## config.mk

```make
export PLATFORM = sky130hd
export DESIGN_NAME = ice40_iserdes_align
export DESIGN_NICKNAME = d
export VERILOG_FILES = /design/src/rtl/ice40_iserdes_align.sv
export SDC_FILE = /design/constraint.sdc
export NUM_CORES = 1
export LEC_CHECK = 0
export CORE_UTILIZATION = 35
export DETAILED_ROUTE_END_ITERATION = 6
export PLACE_DENSITY = 0.6
export SYNTH_ARGS = -nofsm -noshare
export SYNTH_HDL_FRONTEND = slang
export SYNTH_SLANG_ARGS = --single-unit
```

## constraint.sdc

```tcl
create_clock -name clk -period 2.1 [get_ports clk]
set_input_delay 0.315 -clock clk [delete_from_list [all_inputs] [get_ports clk]]
set_output_delay 0.315 -clock clk [all_outputs]
set_load 0.005 [all_outputs]
```

## src/rtl/ice40_iserdes_align.sv

```systemverilog
// 1:4 MSB-first deserializer with bitslip and a training-pattern word aligner; ICE40_ISERDES_INREG_EN adds a pad input register.
// Latency: first q_stb 4 clks after reset release (5 with the input register); no backpressure, consumers must take every q_stb.
module ice40_iserdes_align #(
  parameter logic [3:0]  TRAIN_PAT = 4'b0011,
  parameter int unsigned MATCH_CNT = 2
) (
  input  logic       clk,
  input  logic       rst_n,
  input  logic       d,
  input  logic       bitslip,
  input  logic       align_req,
  output logic [3:0] q,
  output logic       q_stb,
  output logic       aligned,
  output logic       align_err
);

  typedef enum logic [2:0] {
    IDLE   = 3'd0,
    SEARCH = 3'd1,
    CHECK  = 3'd2,
    LOCKED = 3'd3,
    FAIL   = 3'd4
  } state_t;

  state_t     state_q;
  logic [3:0] sr_q;
  logic [1:0] ph_q;
  logic [3:0] q_q;
  logic       q_stb_q;
  logic [1:0] slip_cnt_q;
  logic [3:0] match_cnt_q;
  logic       settle_q;
  logic       slip_req_q;
  logic       aligned_q;
  logic       align_err_q;

  logic       din;
  logic       run;
  logic       slip;
  logic       capture;
  logic [3:0] word_d;
  logic [4:0] match_nxt;

`ifdef ICE40_ISERDES_INREG_EN
  logic d_q;
  logic prime_q;

  // Phase counting starts one clk late so the first word still begins with b0.
  always_ff @(posedge clk or negedge rst_n) begin
    if (!rst_n) begin
      d_q     <= 1'b0;
      prime_q <= 1'b0;
    end else begin
      d_q     <= d;
      prime_q <= 1'b1;
    end
  end

  assign din = d_q;
  assign run = prime_q;
`else
  assign din = d;
  assign run = 1'b1;
`endif

  assign slip      = bitslip | slip_req_q;
  assign capture   = run & ~slip & (ph_q == 2'd3);
  assign word_d    = {sr_q[2:0], din};
  assign match_nxt = {1'b0, match_cnt_q} + 5'd1;

  always_ff @(posedge clk or negedge rst_n) begin
    if (!rst_n) begin
      sr_q    <= 4'd0;
      ph_q    <= 2'd0;
      q_q     <= 4'd0;
      q_stb_q <= 1'b0;
    end else begin
      sr_q    <= word_d;
      q_stb_q <= capture;
      if (run && !slip) begin
        ph_q <= ph_q + 2'd1;
      end
      if (capture) begin
        q_q <= word_d;
      end
    end
  end

  // A slip request is a registered single-cycle pulse; the next word after it is discarded.
  always_ff @(posedge clk or negedge rst_n) begin
    if (!rst_n) begin
      state_q     <= IDLE;
      slip_cnt_q  <= 2'd0;
      match_cnt_q <= 4'd0;
      settle_q    <= 1'b0;
      slip_req_q  <= 1'b0;
      aligned_q   <= 1'b0;
      align_err_q <= 1'b0;
    end else begin
      slip_req_q <= 1'b0;
      if (align_req) begin
        state_q     <= SEARCH;
        slip_cnt_q  <= 2'd0;
        match_cnt_q <= 4'd0;
        settle_q    <= 1'b0;
        aligned_q   <= 1'b0;
        align_err_q <= 1'b0;
      end else if (q_stb_q) begin
        case (state_q)
          SEARCH, CHECK: begin
            if (settle_q) begin
              settle_q <= 1'b0;
            end else if (q_q == TRAIN_PAT) begin
              match_cnt_q <= match_nxt[3:0];
              if (match_nxt >= 5'(MATCH_CNT)) begin
                state_q   <= LOCKED;
                aligned_q <= 1'b1;
              end else begin
                state_q <= CHECK;
              end
            end else if (slip_cnt_q != 2'd3) begin
              state_q     <= SEARCH;
              slip_req_q  <= 1'b1;
              slip_cnt_q  <= slip_cnt_q + 2'd1;
              settle_q    <= 1'b1;
              match_cnt_q <= 4'd0;
            end else begin
              state_q     <= FAIL;
              match_cnt_q <= 4'd0;
              align_err_q <= 1'b1;
            end
          end
          default: ;
        endcase
      end
    end
  end

  assign q         = q_q;
  assign q_stb     = q_stb_q;
  assign aligned   = aligned_q;
  assign align_err = align_err_q;

endmodule
```

Word-level counts from Yosys, hierarchy flattened
Index checks and enable logic that the tools add are counted.
{"block": "classes", "addsub": 3, "order_cmp": 1, "n_eq_ne": 8, "mux": 39, "bitwise_logic": 3, "reduce_logical": 11}
{"operator": "$mux 1", "n": 22}
{"operator": "$mux 4", "n": 5}
{"operator": "$mux 3", "n": 6}
{"operator": "$reduce_and 5->1", "n": 3}
{"operator": "$mux 2", "n": 6}
{"operator": "$reduce_bool 2->1", "n": 5}
{"operator": "$ne 2x2->1 const B", "n": 4}
{"operator": "$add 4x1->5 const B", "n": 1}
{"operator": "$ge 5x2->1 const B", "n": 1}
{"operator": "$add 2x1->2 const B", "n": 2}
{"operator": "$eq 4x2->1 const B", "n": 1}
{"operator": "$eq 3x1->1 const B", "n": 1}
{"operator": "$eq 3x2->1 const B", "n": 1}
{"operator": "$reduce_and 3->1", "n": 1}
{"operator": "$eq 2x2->1 const B", "n": 1}
{"operator": "$reduce_and 2->1", "n": 1}
{"operator": "$reduce_or 2->1", "n": 1}
{"operator": "$and 1x1->1", "n": 1}
{"operator": "$not 1->1", "n": 1}
{"operator": "$or 1x1->1", "n": 1}
{"block": "totals", "regBits": 23, "wordCells": 76}

Logic depth before layout (Yosys ltp)
Gate-level depths: netlist of the first run.
{"block": "depth", "word_depth": 8, "ltp_mapped": 6, "ltp_nobuf": 6}

Least setup slack after synthesis of the first run
OpenSTA, ideal clock, no wires.
{"block": "synth_timing", "path_type": "register -> register", "startpoint": "register state_q[2]", "endpoint": "register match_cnt_q[3]", "arrival_ns": 1.732, "slack_ns": 0.291, "path_stages_with_launch": 6, "n_path_buf": 1, "synth_period_minus_slack_ns": 1.809, "cell_sequence": "dfrtp_1 -> or3b_4 -> or2_1 -> buf_6 -> or4_1 -> a21oi_1"}
{"block": "synth_via", "elab_chain_len": 4, "elab_cells_between_ends": 5}
{"item": "start, declared", "line": "26", "rtl": "state_t state_q;"}
{"item": "start signal, assigned", "line": "93", "rtl": "state_q <= IDLE;"}
{"item": "start signal, assigned", "line": "103", "rtl": "state_q <= SEARCH;"}
{"item": "start signal, assigned", "line": "117", "rtl": "state_q <= LOCKED;"}
{"item": "$eq 3x1->1 / $eq 3x2->1 (equally long branches)", "line": "110", "rtl": "case (state_q)"}
{"item": "$reduce_or 2->1 (*)", "line": "110"}
{"item": "$reduce_bool 2->1 (no source line) (*)"}
{"item": "$reduce_and 3->1 (no source line) (*)"}
{"item": "end signal, assigned", "line": "115", "rtl": "match_cnt_q <= match_nxt[3:0];"}
{"item": "end, declared", "line": "32", "rtl": "logic [3:0] match_cnt_q;"}
Mark *: on every way between the ends. The rest lies on a longest branch, timed or not.
A chain may end at the register's enable or synchronous reset.

Worst setup path in the final report of the first run
Ends and elaborated chain as after synthesis.

==> flow_summary.rst, run 1 <==
.. list-table::
   :header-rows: 1

   * - Metric
     - Value
   * - Final setup violation count
     - 0
   * - Level count of the clock H-tree
     - 1
   * - Total of flip-flops plus latches after synthesis
     - 23
   * - First DRT Iteration DRCs
     - 6
   * - Die X
     - 55.9 µm
   * - Final Max Slew Viols
     - 0
   * - Kind of cell adding the most delay to the critical path
     - simple AND/OR/NAND/NOR gates
   * - Unrepaired setup endpoints after global routing
     - no
   * - Max-cap viol count
     - 0
   * - Count of final hold-check violations
     - 0
   * - GRT overflow
     - 0
   * - Row cnt
     - 19
   * - Post-synthesis instance area
     - 0.00102 mm²
   * - Worst r2r dst
     - match_cnt_q[3]
   * - R2r startpoint
     - state_q[2]
   * - Static power due to leakage
     - 0.495 nW
   * - Port buffer count
     - 11
   * - Placer's final routability congestion estimate
     - 0.870
   * - Remaining antenna violation count after routing
     - 0
   * - Worst endpoint data arrival time
     - 2.15 ns
   * - Global Route met1 Usage
     - 15.0%
   * - CP max FO
     - 8
   * - Critical path endpoint category
     - register
   * - Most used flip-flop cell after synthesis
     - dfrtp_1
   * - Layout Skew
     - 0.00210 ns
   * - Clock tree from TritonCTS
     - yes
   * - Setup TNS after final layout
     - 0 ns
   * - Library cell occupying the most area in the post-synthesis netlist
     - dfrtp_1
   * - Post-detailed-route via-to-cell ratio
     - 5.09
   * - Post-CTS Repair Setup Buffers
     - 0
   * - Area contributors post-synth
     - dfrtp_1 57%, mux2_2 5.5%, ha_1 4.9%
   * - Peak Freq
     - 525 MHz
   * - Cell chosen for the clock root
     - clkbuf_4
   * - Number of nets in the final layout
     - 113
   * - Setup Crit Path Kind
     - reg -> reg
   * - Worst Tran Pin Value
     - 0.632 ns
   * - Count of non-filler cells in the finished layout
     - 134
   * - Met2 demand-to-capacity share in global routing
     - 19.6%
   * - Total wire length after detailed routing
     - 1710 µm
   * - Reg clk slew, reported paths
     - 0.13 ns
   * - Time the worst path needs with I/O delays and setup
     - 1.91 ns
   * - Total power consumption of the routed design
     - 1.15 mW
   * - Biggest cell delay along the critical path
     - 0.53 ns
   * - Endpoint required time on the critical path
     - 2.34 ns
   * - Total via count after detailed routing
     - 682
   * - Share of post-route cells with drive strength above 1
     - 10.7%
   * - Portion of synthesized cell area occupied by the leading cell type
     - 56.7%
   * - Startpoint types
     - register
   * - Cell-by-cell listing of the critical path
     - or3b_4 -> or2_1 -> or4_1 -> a21oi_1
   * - Layer carrying the most global-route usage
     - met2
   * - Hold/Removal Path Class
     - in -> async
   * - Hold-fix buffers at CTS
     - 0
   * - Buffers from clock root to sink, at most
     - 2
   * - HPWL after DPL
     - 1240 µm
   * - Number of synthesized flops with an enable pin
     - 0
   * - Post-cts repair resize count
     - 0
   * - Initial Utilization
     - 36.8%
   * - Net count after synthesis
     - 99
   * - Antenna violations before repair
     - 0
   * - Height of the die
     - 55.9 µm
   * - Number of clock buffers inserted by TritonCTS
     - 3
   * - First-pass GRT wire length
     - 2940 µm
   * - Sequential area share after synthesis
     - 56.7%
   * - Distinct cells, synth
     - 29
   * - Number of global-route vias before repair
     - 657
   * - Met3 Track Usage GR
     - 5.58%
   * - Fraction of registers with async set/reset
     - 100%
   * - Detailed-route DRC error count
     - 0
   * - Area overhead of the layout relative to synthesis
     - 16.5%
   * - Die Area
     - 0.00312 mm²
   * - Post-detailed-route wirelength per cell
     - 12.8 µm
   * - GRT Total Usage
     - 12.1%
   * - Worst hold slack
     - 0.331 ns
   * - Yosys Warn Count
     - 0
   * - Iteration count of the initial detailed-routing pass
     - 4
   * - Slew headroom
     - 57.3%
   * - Maximum number of pins on one net before global-route repair
     - 24
   * - PwrDens
     - 971 mW/mm²
   * - Per-instance average area after synthesis
     - 11.3 µm²
   * - Cell Count Post-Placement
     - 130
   * - Slowest cell on the critical path
     - or4_1
   * - Worst reg2reg path depth
     - 4
   * - Core outline area
     - 0.00276 mm²
   * - Top Ports
     - 12
   * - Fin crit share
     - 90.8%
   * - Crit path buf inv count
     - 0
   * - Clock latency on the worst-skew pair
     - 0.31 ns
   * - Number of clock sinks seen by CTS
     - 23
   * - Outcome
     - finished clean
   * - Worst vdd rail ir drop
     - 0.000493 V
   * - Number of antenna repair diodes
     - 0
   * - Number of cells produced by synthesis
     - 90
   * - Setup slack of the most critical reg-to-reg path
     - 0.19 ns
[stage by stage]
step	util (%)	worst slack (ns)	area, µm²
2_1_floorplan	-	0.291	1020
3_3_place_gp	41.8	0.294	1150
3_5_place_dp	41.8	0.239	1150
4_1_cts	42.9	0.200	1180
5_1_grt	42.9	0.129	1180
6_report	42.9	0.194	1180
[flip-flops by register name, indices dropped and copies added (netlist names)]
name,flops
q,4
align_err,1
slip_cnt_q,2
q_stb,1
match_cnt_q,4
state_q,3
sr_q,3
slip_req_q,1
settle_q,1
ph_q,2
aligned,1
[per-layer routing]
layer	up-vias	wire (µm)
met4	0	10
met2	14	801
met1	327	806
li1	339	-
met5	-	0
met3	2	92
[placed cells by master, fill, tap and decap left out, types with 2 or more instances in the layout]
cell type,instances
a21oi_1,9
ha_1,4
and2_1,2
nand3_1,2
o21ai_0,4
clkdlybuf4s50_1,11
mux2_2,5
nor2_1,9
nand2_1,5
dfrtp_1,23
clkbuf_4,3
inv_1,4
xnor2_1,2
or3_1,2
mux2i_1,2
[area by class of cell]
| cell class | count | area [µm²] |
|---|---|---|
| fillers | 282 | 1570 |
| flip-flops and latches | 23 | 576 |
| multi-input cells | 60 | 407 |
| repair buffers | 12 | 118 |
| well taps | 31 | 38.8 |
| clock buffers | 3 | 22.5 |
| inverters | 4 | 15.0 |
| clock inverters | 1 | 7.51 |
[worst register-to-register path, stage by stage, from the launching register on]
cell	delay [ns]
dfrtp_1	0.40
or3b_4	0.43
or2_1	0.32
or4_1	0.53
a21oi_1	0.16
[cells in the mapped netlist, drive strengths merged, types with 2 or more instances]
cell type	n
a21oi	9
and2	2
clkbuf	2
dfrtp	23
ha	4
inv	4
mux2	5
mux2i	2
nand2	5
nand3	2
nor2	9
o21ai	5
or3	2
xnor2	2
[where the power goes]
group | switching, mW | total [mW] | leakage (nW) | internal [mW]
combinational | 0.133 | 0.338 | 0.186 | 0.205
sequential | 0.0680 | 0.600 | 0.295 | 0.532
clock | 0.139 | 0.212 | 0.0139 | 0.0728
[cells by family (layout without fill, tap and decap cells)]
logic type	after synthesis	after routing	synth area share, %
mux	7	7	7.51
buf+inv	7	20	3.32
simple gates	30	30	16.5
xor+xnor	3	3	2.59
compound gates	16	16	8.50
flops	23	23	56.7
fa+ha+maj	4	4	4.93
[how the worst max path moves through the flow]
stage / from / to / slack, ns / cells after the start
after global placement: state_q[2] / match_cnt_q[3] / 0.29 / 4
after detailed placement: state_q[2] / match_cnt_q[3] / 0.24 / 4
after floorplan: state_q[2] / match_cnt_q[3] / 0.29 / 5
final: state_q[2] / match_cnt_q[3] / 0.19 / 4
after CTS: state_q[2] / match_cnt_q[3] / 0.20 / 4
after global routing: state_q[2] / match_cnt_q[3] / 0.13 / 4
Note: power is estimated with default switching activity, not from simulation.
==> run 2, diff against run 1 <==
CORE_UTILIZATION = 53   (was 35)
GPL_TIMING_DRIVEN = 0   (was not set)
PLACE_DENSITY = 0.82   (was 0.6)
SKIP_LAST_GASP = 1   (was not set)
==> run 2 against run 1 <==
Sequential cell count unchanged. Die area shrank 33%. Clock-buffer cell count is the same. Clock power about the same. Fmax is 1.1% lower. Critical path depth grew 1. Via count increased by 3.7%. Final cell count is 3.0% lower. Hold slack better by 0.064 ns. First-iteration DRC count grew to 3.0 times the previous value. Non-clock buffer count up 2. Global-route usage up 7.4 points. Critical path type unchanged. Highest routed layer unchanged.
==> flow_summary.rst, run 2 (synthesis gave the netlist of run 1 again) <==
.. list-table::
   :header-rows: 1

   * - Metric
     - Value
   * - Outcome
     - finished clean
   * - Hold/Removal Path Class
     - reg -> reg
   * - Time the worst path needs with I/O delays and setup
     - 1.93 ns (+0.0206 ns)
   * - Final setup violation count
     - 0 (unchanged)
   * - Buffers from clock root to sink, at most
     - 2 (unchanged)
   * - Cell Int Power
     - 820 µW (+1.4%)
   * - Static power due to leakage
     - 0.499 nW (+0.71%)
   * - Antenna violations before repair
     - 0 (unchanged)
   * - Detailed-route DRC error count
     - 0 (unchanged)
   * - Fin crit share
     - 91.8% (+0.98 points)
   * - Count of final hold-check violations
     - 0 (unchanged)
   * - GRT Total Usage
     - 19.5% (+7.4 points)
   * - Most frequent cells in the layout
     - 23 x dfrtp_1, 11 x clkdlybuf4s50_1, 9 x nor2_1, 9 x a21oi_1
   * - Cell chosen for the clock root
     - clkbuf_4
   * - Worst Tran Pin Value
     - 0.974 ns (+0.342 ns)
   * - Proportion of total power due to net switching
     - 29.6% (+0.045 points)
   * - Number of clock sinks seen by CTS
     - 23 (unchanged)
   * - Share of post-route cells with drive strength above 1
     - 10.5% (-0.20 points)
   * - Die X
     - 45.8 µm (-18%)
   * - Clock tree from TritonCTS
     - yes
   * - Post-detailed-route via-to-cell ratio
     - 5.44 (+6.9%)
   * - PwrDens
     - 982 mW/mm² (+1.1%)
   * - Commonest non-fill, non-tap cell in the layout
     - dfrtp_1
   * - R2r startpoint
     - state_q[2]
   * - Iteration count of the initial detailed-routing pass
     - 4 (unchanged)
   * - NetSw
     - 346 µW (+1.6%)
   * - Post-detailed-route wirelength per cell
     - 13.0 µm (+1.6%)
   * - Crit path buf inv count
     - 1 (+1)
   * - Reg clk slew, reported paths
     - 0.13 ns (about the same)
   * - Row cnt
     - 15 (-4)
   * - Slew headroom
     - 34.9% (-22 points)
   * - Number of nets in the final layout
     - 115 (+1.8%)
   * - Endpoint required time on the critical path
     - 2.35 ns (about the same)
   * - HPWL after DPL
     - 1220 µm (-1.9%)
   * - Layout filler cell count
     - 153 (-46%)
   * - Clock latency on the worst-skew pair
     - 0.32 ns (about the same)
   * - Number of antenna repair diodes
     - 0 (unchanged)
   * - Post-cts repair resize count
     - 0 (unchanged)
   * - Unrepaired setup endpoints after global routing
     - no
   * - Cell-by-cell listing of the critical path
     - or3b_4 -> or2_1 -> buf_6 -> or4_1 -> a21oi_1
   * - Slowest cell on the critical path
     - or4_1
   * - Crit. Startpoint
     - state_q[2]
   * - Proportion of power drawn by flip-flops and latches
     - 51.3% (-0.9 points)
   * - Final Max Slew Viols
     - 0 (unchanged)
   * - Power share of the clock group
     - 18.1% (-0.3 points)
   * - Worst endpoint data arrival time
     - 2.17 ns (+0.02 ns)
   * - Post-CTS Repair Setup Buffers
     - 0 (unchanged)
   * - Maximum number of pins on one net before global-route repair
     - 24 (unchanged)
   * - Worst min-delay path startpoint
     - sr_q[0]
   * - Setup Crit Path Kind
     - reg -> reg
   * - Number of clock buffers inserted by TritonCTS
     - 3 (unchanged)
   * - Peak Freq
     - 519 MHz (-1.1%)
   * - Area overhead of the layout relative to synthesis
     - 16.9%
   * - Height of the die
     - 45.8 µm (-18%)
   * - Biggest cell delay along the critical path
     - 0.50 ns (-0.03 ns)
   * - First-pass GRT wire length
     - 2820 µm (-4.0%)
   * - Combinational share of power
     - 30.6% (+1.2 points)
   * - CP max FO
     - 8 (unchanged)
   * - First DRT Iteration DRCs
     - 18 (+12)
   * - Kind of cell adding the most delay to the critical path
     - simple AND/OR/NAND/NOR gates
   * - Hold-fix buffers at CTS
     - 0 (unchanged)
   * - Total wire length after detailed routing
     - 1690 µm (-1.4%)
   * - Critical path endpoint category
     - register
   * - Setup WS post-layout
     - 0.173 ns (-0.0206 ns)
   * - Core outline area
     - 0.00176 mm² (-36%)
   * - Layout Skew
     - 0.0104 ns (+0.00832 ns)
   * - Startpoint types
     - register
   * - Top Ports
     - 12 (unchanged)
   * - Setup TNS after final layout
     - 0 ns (unchanged)
   * - Level count of the clock H-tree
     - 1 (unchanged)
   * - Total via count after detailed routing
     - 707 (+3.7%)
   * - Port buffer count
     - 11 (unchanged)
   * - Number of global-route vias before repair
     - 642 (-2.3%)
   * - Die Area
     - 0.00210 mm² (-33%)
   * - Placer's final routability congestion estimate
     - 0.785 (-9.7%)
   * - Worst vdd rail ir drop
     - 0.000833 V (+69%)
   * - GRT overflow
     - 0 (unchanged)
   * - Initial Utilization
     - 57.6% (+21 points)
   * - Post-place setup slack
     - 0.174 ns (-0.0649 ns)
   * - Remaining antenna violation count after routing
     - 0 (unchanged)
   * - Max-cap viol count
     - 0 (unchanged)
==> run 2: changes by cell type in the layout (fill, tap and decap cells not counted), sizes merged <==
| cell | change |
|---|---|
| clkbuf | +2 |
==> run 2: final cells by class <==
class | instances | area, µm² | area share (%)
repair buffers | 11 | 110 | 9.27
plain buffers | 3 | 18.8 | 1.58
clock inverters | 1 | 7.51 | 0.632
flip-flops and latches | 23 | 576 | 48.5
inverters | 4 | 15.0 | 1.26
well taps | 25 | 31.3 | 2.63
multi-input cells | 60 | 407 | 34.2
clock buffers | 3 | 22.5 | 1.90
==> run 2: routing by layer <==
layer  share of wire, %  up-vias  GRT usage, %  wire (µm)
met5                  0        -             0          0
met4                4.0        0          10.6         67
met3                4.2        9          2.38         70
met2                 45       20          30.9        765
met1                 46      337          26.2        783
li1                   -      341             -          -
==> run 2: power by group through the flow <==
stage | clock, mW | sequential, mW | combinational, mW
6_report | 0.211 | 0.598 | 0.357
3_3_place_gp | 0 | 0.603 | 0.348
5_1_grt | 0.226 | 0.614 | 0.394
2_1_floorplan | 0 | 0.599 | 0.212
3_5_place_dp | 0 | 0.609 | 0.356
4_1_cts | 0.214 | 0.600 | 0.359
==> run 2: final timing paths <==
path                                  end  slack (ns)  depth (start not counted)
min reg2reg                       sr_q[1]        0.40                          0
max reg2reg                match_cnt_q[3]        0.17                          5
min in group asynchronous      slip_req_q        0.51                          1
max in group asynchronous         aligned        0.99                          1
max                        match_cnt_q[3]        0.17                          5
min                               sr_q[1]        0.40                          0
==> run 2: through the flow <==
| stage | hold WS [ns] | std cells | utilization, % | power (mW) | instance area, µm² |
|---|---|---|---|---|---|
| finish | 0.395 | 130 | 67.3 | 1.17 | 1190 |
| global route | 0.405 | 130 | 67.3 | 1.23 | 1190 |
| CTS | 0.398 | 130 | 67.3 | 1.17 | 1190 |
| detailed placement | 0.368 | 126 | 65.6 | 0.966 | 1160 |
| global placement | 0.352 | 126 | 65.6 | 0.951 | 1160 |
| floorplan | 0.0194 | 90 | - | 0.811 | 1020 |
==> run 3, diff against run 2 <==
ABC_AREA = 1   (was not set)
CORE_UTILIZATION = 48   (was 53)
PLACE_DENSITY = 0.78   (was 0.82)
clock period = 1.7 ns   (was 2.1 ns; I/O delays follow)
==> run 3 against run 2 <==
Cell area rose by 5.0%. Non-clock buffer count down 3. Total power grew 21%. Global-route usage down 3.4 points. Final cell count increased by 18%. Critical endpoint is now q[1].
==> flow_summary.rst, run 3 <==
.. list-table::
   :header-rows: 1

   * - Metric
     - Value
   * - Met3 Track Usage GR
     - 3.12% (+0.73 points)
   * - Clock latency on the worst-skew pair
     - 0.31 ns (about the same)
   * - Endpoint required time on the critical path
     - 1.44 ns (-0.91 ns)
   * - Seq. cell area
     - 576 µm² (unchanged)
   * - Yosys Warn Count
     - 0 (unchanged)
   * - Fin crit share
     - 87.6%
   * - Worst reg2reg path depth
     - 6 (+1)
   * - GRT Total Usage
     - 16.1% (-3.4 points)
   * - Number of cells produced by synthesis
     - 112 (+24%)
   * - Crit. Startpoint
     - q[1]
   * - Placer's final routability congestion estimate
     - 0.781 (-0.53%)
   * - Worst vdd rail ir drop
     - 0.000824 V (-1.2%)
   * - Number of synthesized flops with an enable pin
     - 0 (unchanged)
   * - Reg clk slew, reported paths
     - 0.12 ns (about the same)
   * - Hold-fix buffers at CTS
     - 0 (unchanged)
   * - Number of clock buffers inserted by TritonCTS
     - 3 (unchanged)
   * - Library cell occupying the most area in the post-synthesis netlist
     - dfrtp_1
   * - R2r startpoint
     - match_cnt_q[0]
   * - Port buffer count
     - 11 (unchanged)
   * - Commonest non-fill, non-tap cell in the layout
     - nand2_1
   * - Distinct cells, synth
     - 18 (-38%)
   * - Worst Tran Pin Value
     - 0.961 ns (-0.0125 ns)
   * - Initial Utilization
     - 52.6% (-5.0 points)
   * - Post-synthesis instance area
     - 0.00107 mm² (+5.8%)
   * - Antenna violations before repair
     - 0 (unchanged)
   * - Number of global-route vias before repair
     - 719 (+12%)
   * - Net count after synthesis
     - 121 (+22%)
   * - First DRT Iteration DRCs
     - 8 (-10)
   * - Share of post-route cells with drive strength above 1
     - 12.6% (+2.1 points)
   * - PwrDens
     - 1130 mW/mm² (+15%)
   * - Unrepaired setup endpoints after global routing
     - no
   * - Total of flip-flops plus latches after synthesis
     - 23 (unchanged)
   * - Per-instance average area after synthesis
     - 9.60 µm² (-15%)
   * - Biggest cell delay along the critical path
     - 0.52 ns (+0.02 ns)
   * - Global Route met1 Usage
     - 19.3% (-6.9 points)
   * - First-pass GRT wire length
     - 2930 µm (+3.6%)
   * - HPWL after DPL
     - 1350 µm (+11%)
   * - Max-cap viol count
     - 0 (unchanged)
   * - Count of final hold-check violations
     - 0 (unchanged)
   * - Ranking of synthesized cells by instance count
     - 39 x nand2_1, 23 x dfrtp_1, 17 x inv_1, 7 x nand3_1, 4 x ha_1
   * - Post-CTS Repair Setup Buffers
     - 0 (unchanged)
   * - Height of the die
     - 49.3 µm (+7.7%)
   * - Portion of synthesized cell area occupied by the leading cell type
     - 53.6% (-3.1 points)
   * - Critical path endpoint category
     - primary output
   * - Sequential area share after synthesis
     - 53.6% (-3.1 points)
   * - Static power due to leakage
     - 0.618 nW (+24%)
   * - Remaining antenna violation count after routing
     - 0 (unchanged)
   * - Post-detailed-route wirelength per cell
     - 11.1 µm (-14%)
   * - End point of the critical path
     - q[1]
   * - Row cnt
     - 16 (+1)
   * - Layer carrying the most global-route usage
     - met2
   * - Final setup violation count
     - 0 (unchanged)
   * - Worst r2r dst
     - state_q[0]
   * - Level count of the clock H-tree
     - 1 (unchanged)
   * - Most used standard cell by instance count after synthesis
     - nand2_1
   * - Total via count after detailed routing
     - 749 (+5.9%)
   * - Die Area
     - 0.00243 mm² (+16%)
   * - CP max FO
     - 3 (-5)
   * - Post-cts repair resize count
     - 0 (unchanged)
   * - Startpoint types
     - register
   * - Number of clock sinks seen by CTS
     - 23 (unchanged)
   * - Setup TNS after final layout
     - 0 ns (unchanged)
   * - Slew headroom
     - 35.7% (+0.83 points)
   * - Top Ports
     - 12 (unchanged)
   * - Outcome
     - finished clean
   * - Critical path depth in cells
     - 1 (-4)
   * - Time the worst path needs with I/O delays and setup
     - 1.49 ns
   * - Final Max Slew Viols
     - 0 (unchanged)
   * - Fraction of registers with async set/reset
     - 100% (unchanged)
   * - Cell chosen for the clock root
     - clkbuf_4
   * - Final Core Density
     - 61.0% (-6.3 points)
   * - Detailed-route DRC error count
     - 0 (unchanged)
   * - Layout Skew
     - 0.00194 ns (-0.00848 ns)
   * - Setup slack of the most critical reg-to-reg path
     - 0.37 ns (+0.20 ns)
   * - Worst endpoint data arrival time
     - 1.23 ns (-0.94 ns)
   * - Most frequent cells in the layout
     - 39 x nand2_1, 23 x dfrtp_1, 17 x inv_1, 11 x clkdlybuf4s50_1, 7 x nand3_1
   * - Core outline area
     - 0.00204 mm² (+16%)
   * - Total wire length after detailed routing
     - 1720 µm (+1.8%)
   * - Area contributors post-synth
     - dfrtp_1 54%, nand2_1 14%, inv_1 5.9%
   * - Number of antenna repair diodes
     - 0 (unchanged)
   * - Iteration count of the initial detailed-routing pass
     - 4 (unchanged)
   * - Multi-input gate area in the final layout
     - 435 µm² (+7.1%)
   * - Most used flip-flop cell after synthesis
     - dfrtp_1
   * - Kind of cell adding the most delay to the critical path
     - buffers and inverters
   * - Layout filler cell count
     - 180 (+18%)
   * - Cell-by-cell listing of the critical path
     - clkdlybuf4s50_1
   * - Peak Freq
     - 671 MHz
   * - Number of nets in the final layout
     - 137 (+19%)
   * - Die X
     - 49.3 µm (+7.7%)
   * - Buffers from clock root to sink, at most
     - 2 (unchanged)
   * - GRT overflow
     - 0 (unchanged)
   * - Hold/Removal Path Class
     - reg -> reg
   * - Maximum number of pins on one net before global-route repair
     - 24 (unchanged)
   * - Post-detailed-route via-to-cell ratio
     - 4.86 (-11%)
   * - Clock tree from TritonCTS
     - yes
   * - Met2 demand-to-capacity share in global routing
     - 27.6% (-3.2 points)
   * - Setup Crit Path Kind
     - reg -> out
   * - Area overhead of the layout relative to synthesis
     - 15.9%
   * - Slowest cell on the critical path
     - clkdlybuf4s50_1
   * - Crit path buf inv count
     - 1 (unchanged)
-- run 3: changes by cell type after synthesis, sizes merged, moves of 2 or more --
cell / previous run / this run
nand3: 2 / 9
nor2: 9 / 5
a21oi: 9 / 1
and2: 2 / 0
nand2: 5 / 41
or3: 2 / 0
xnor2: 2 / 0
nand4: 0 / 4
mux2: 5 / 1
clkbuf: 2 / 0
mux2i: 2 / 0
inv: 4 / 17
-- run 3: final cells by class --
class / instances / share of cell area [%]
Clock buffer: 3 / 1.81
Multi-Input combinational cell: 72 / 34.9
Sequential cell: 23 / 46.2
Inverter: 17 / 5.12
Timing Repair Buffer: 11 / 8.84
Clock inverter: 1 / 0.402
Tap cell: 27 / 2.71
-- run 3: logic make-up after synthesis --
logic type,count (synthesis),share of synthesized area (%)
AOI/OAI and AO/OA,6,3.84
xor gates and xnor gates,1,0.815
adders and majority gates,4,4.66
buffers and inverters,17,5.94
DFF,23,53.6
muxes,1,1.05
and+or+nand+nor,60,30.2
-- run 3: worst min-delay path by stage --
stage | from | to | slack (ns) | depth (start not counted)
3_3_place_gp | sr_q[1] | sr_q[2] | 0.36 | 0
3_5_place_dp | sr_q[1] | sr_q[2] | 0.37 | 0
6_report | sr_q[1] | sr_q[2] | 0.39 | 0
2_1_floorplan | rst_n | align_err | -0.04 | 0
4_1_cts | d | sr_q[0] | 0.39 | 1
5_1_grt | d | sr_q[0] | 0.40 | 1
-- run 3: through the flow --
stage / total power [mW] / hold WS (ns) / worst slack (ns) / area, µm² / std cells
after floorplan: 0.992 / -0.0406 / 0.505 / 1070 / 112
after global placement: 1.15 / 0.357 / 0.237 / 1220 / 150
after detailed placement: 1.17 / 0.366 / 0.207 / 1220 / 150
after CTS: 1.43 / 0.391 / 0.197 / 1250 / 154
after global routing: 1.50 / 0.396 / 0.151 / 1250 / 154
final: 1.41 / 0.393 / 0.211 / 1250 / 154
-- run 3: power breakdown --
group	total (mW)	switching, mW	internal, mW
Clock	0.252	0.164	0.0880
Combinational	0.429	0.226	0.203
Sequential	0.728	0.0762	0.652
Total	1.41	0.466	0.943
-- run 3: metal layers --
metal | vias up | share of wire, %
met5 | - | 0
met4 | 0 | 1.9
met3 | 5 | 2.3
met2 | 11 | 49
met1 | 347 | 47
li1 | 386 | -
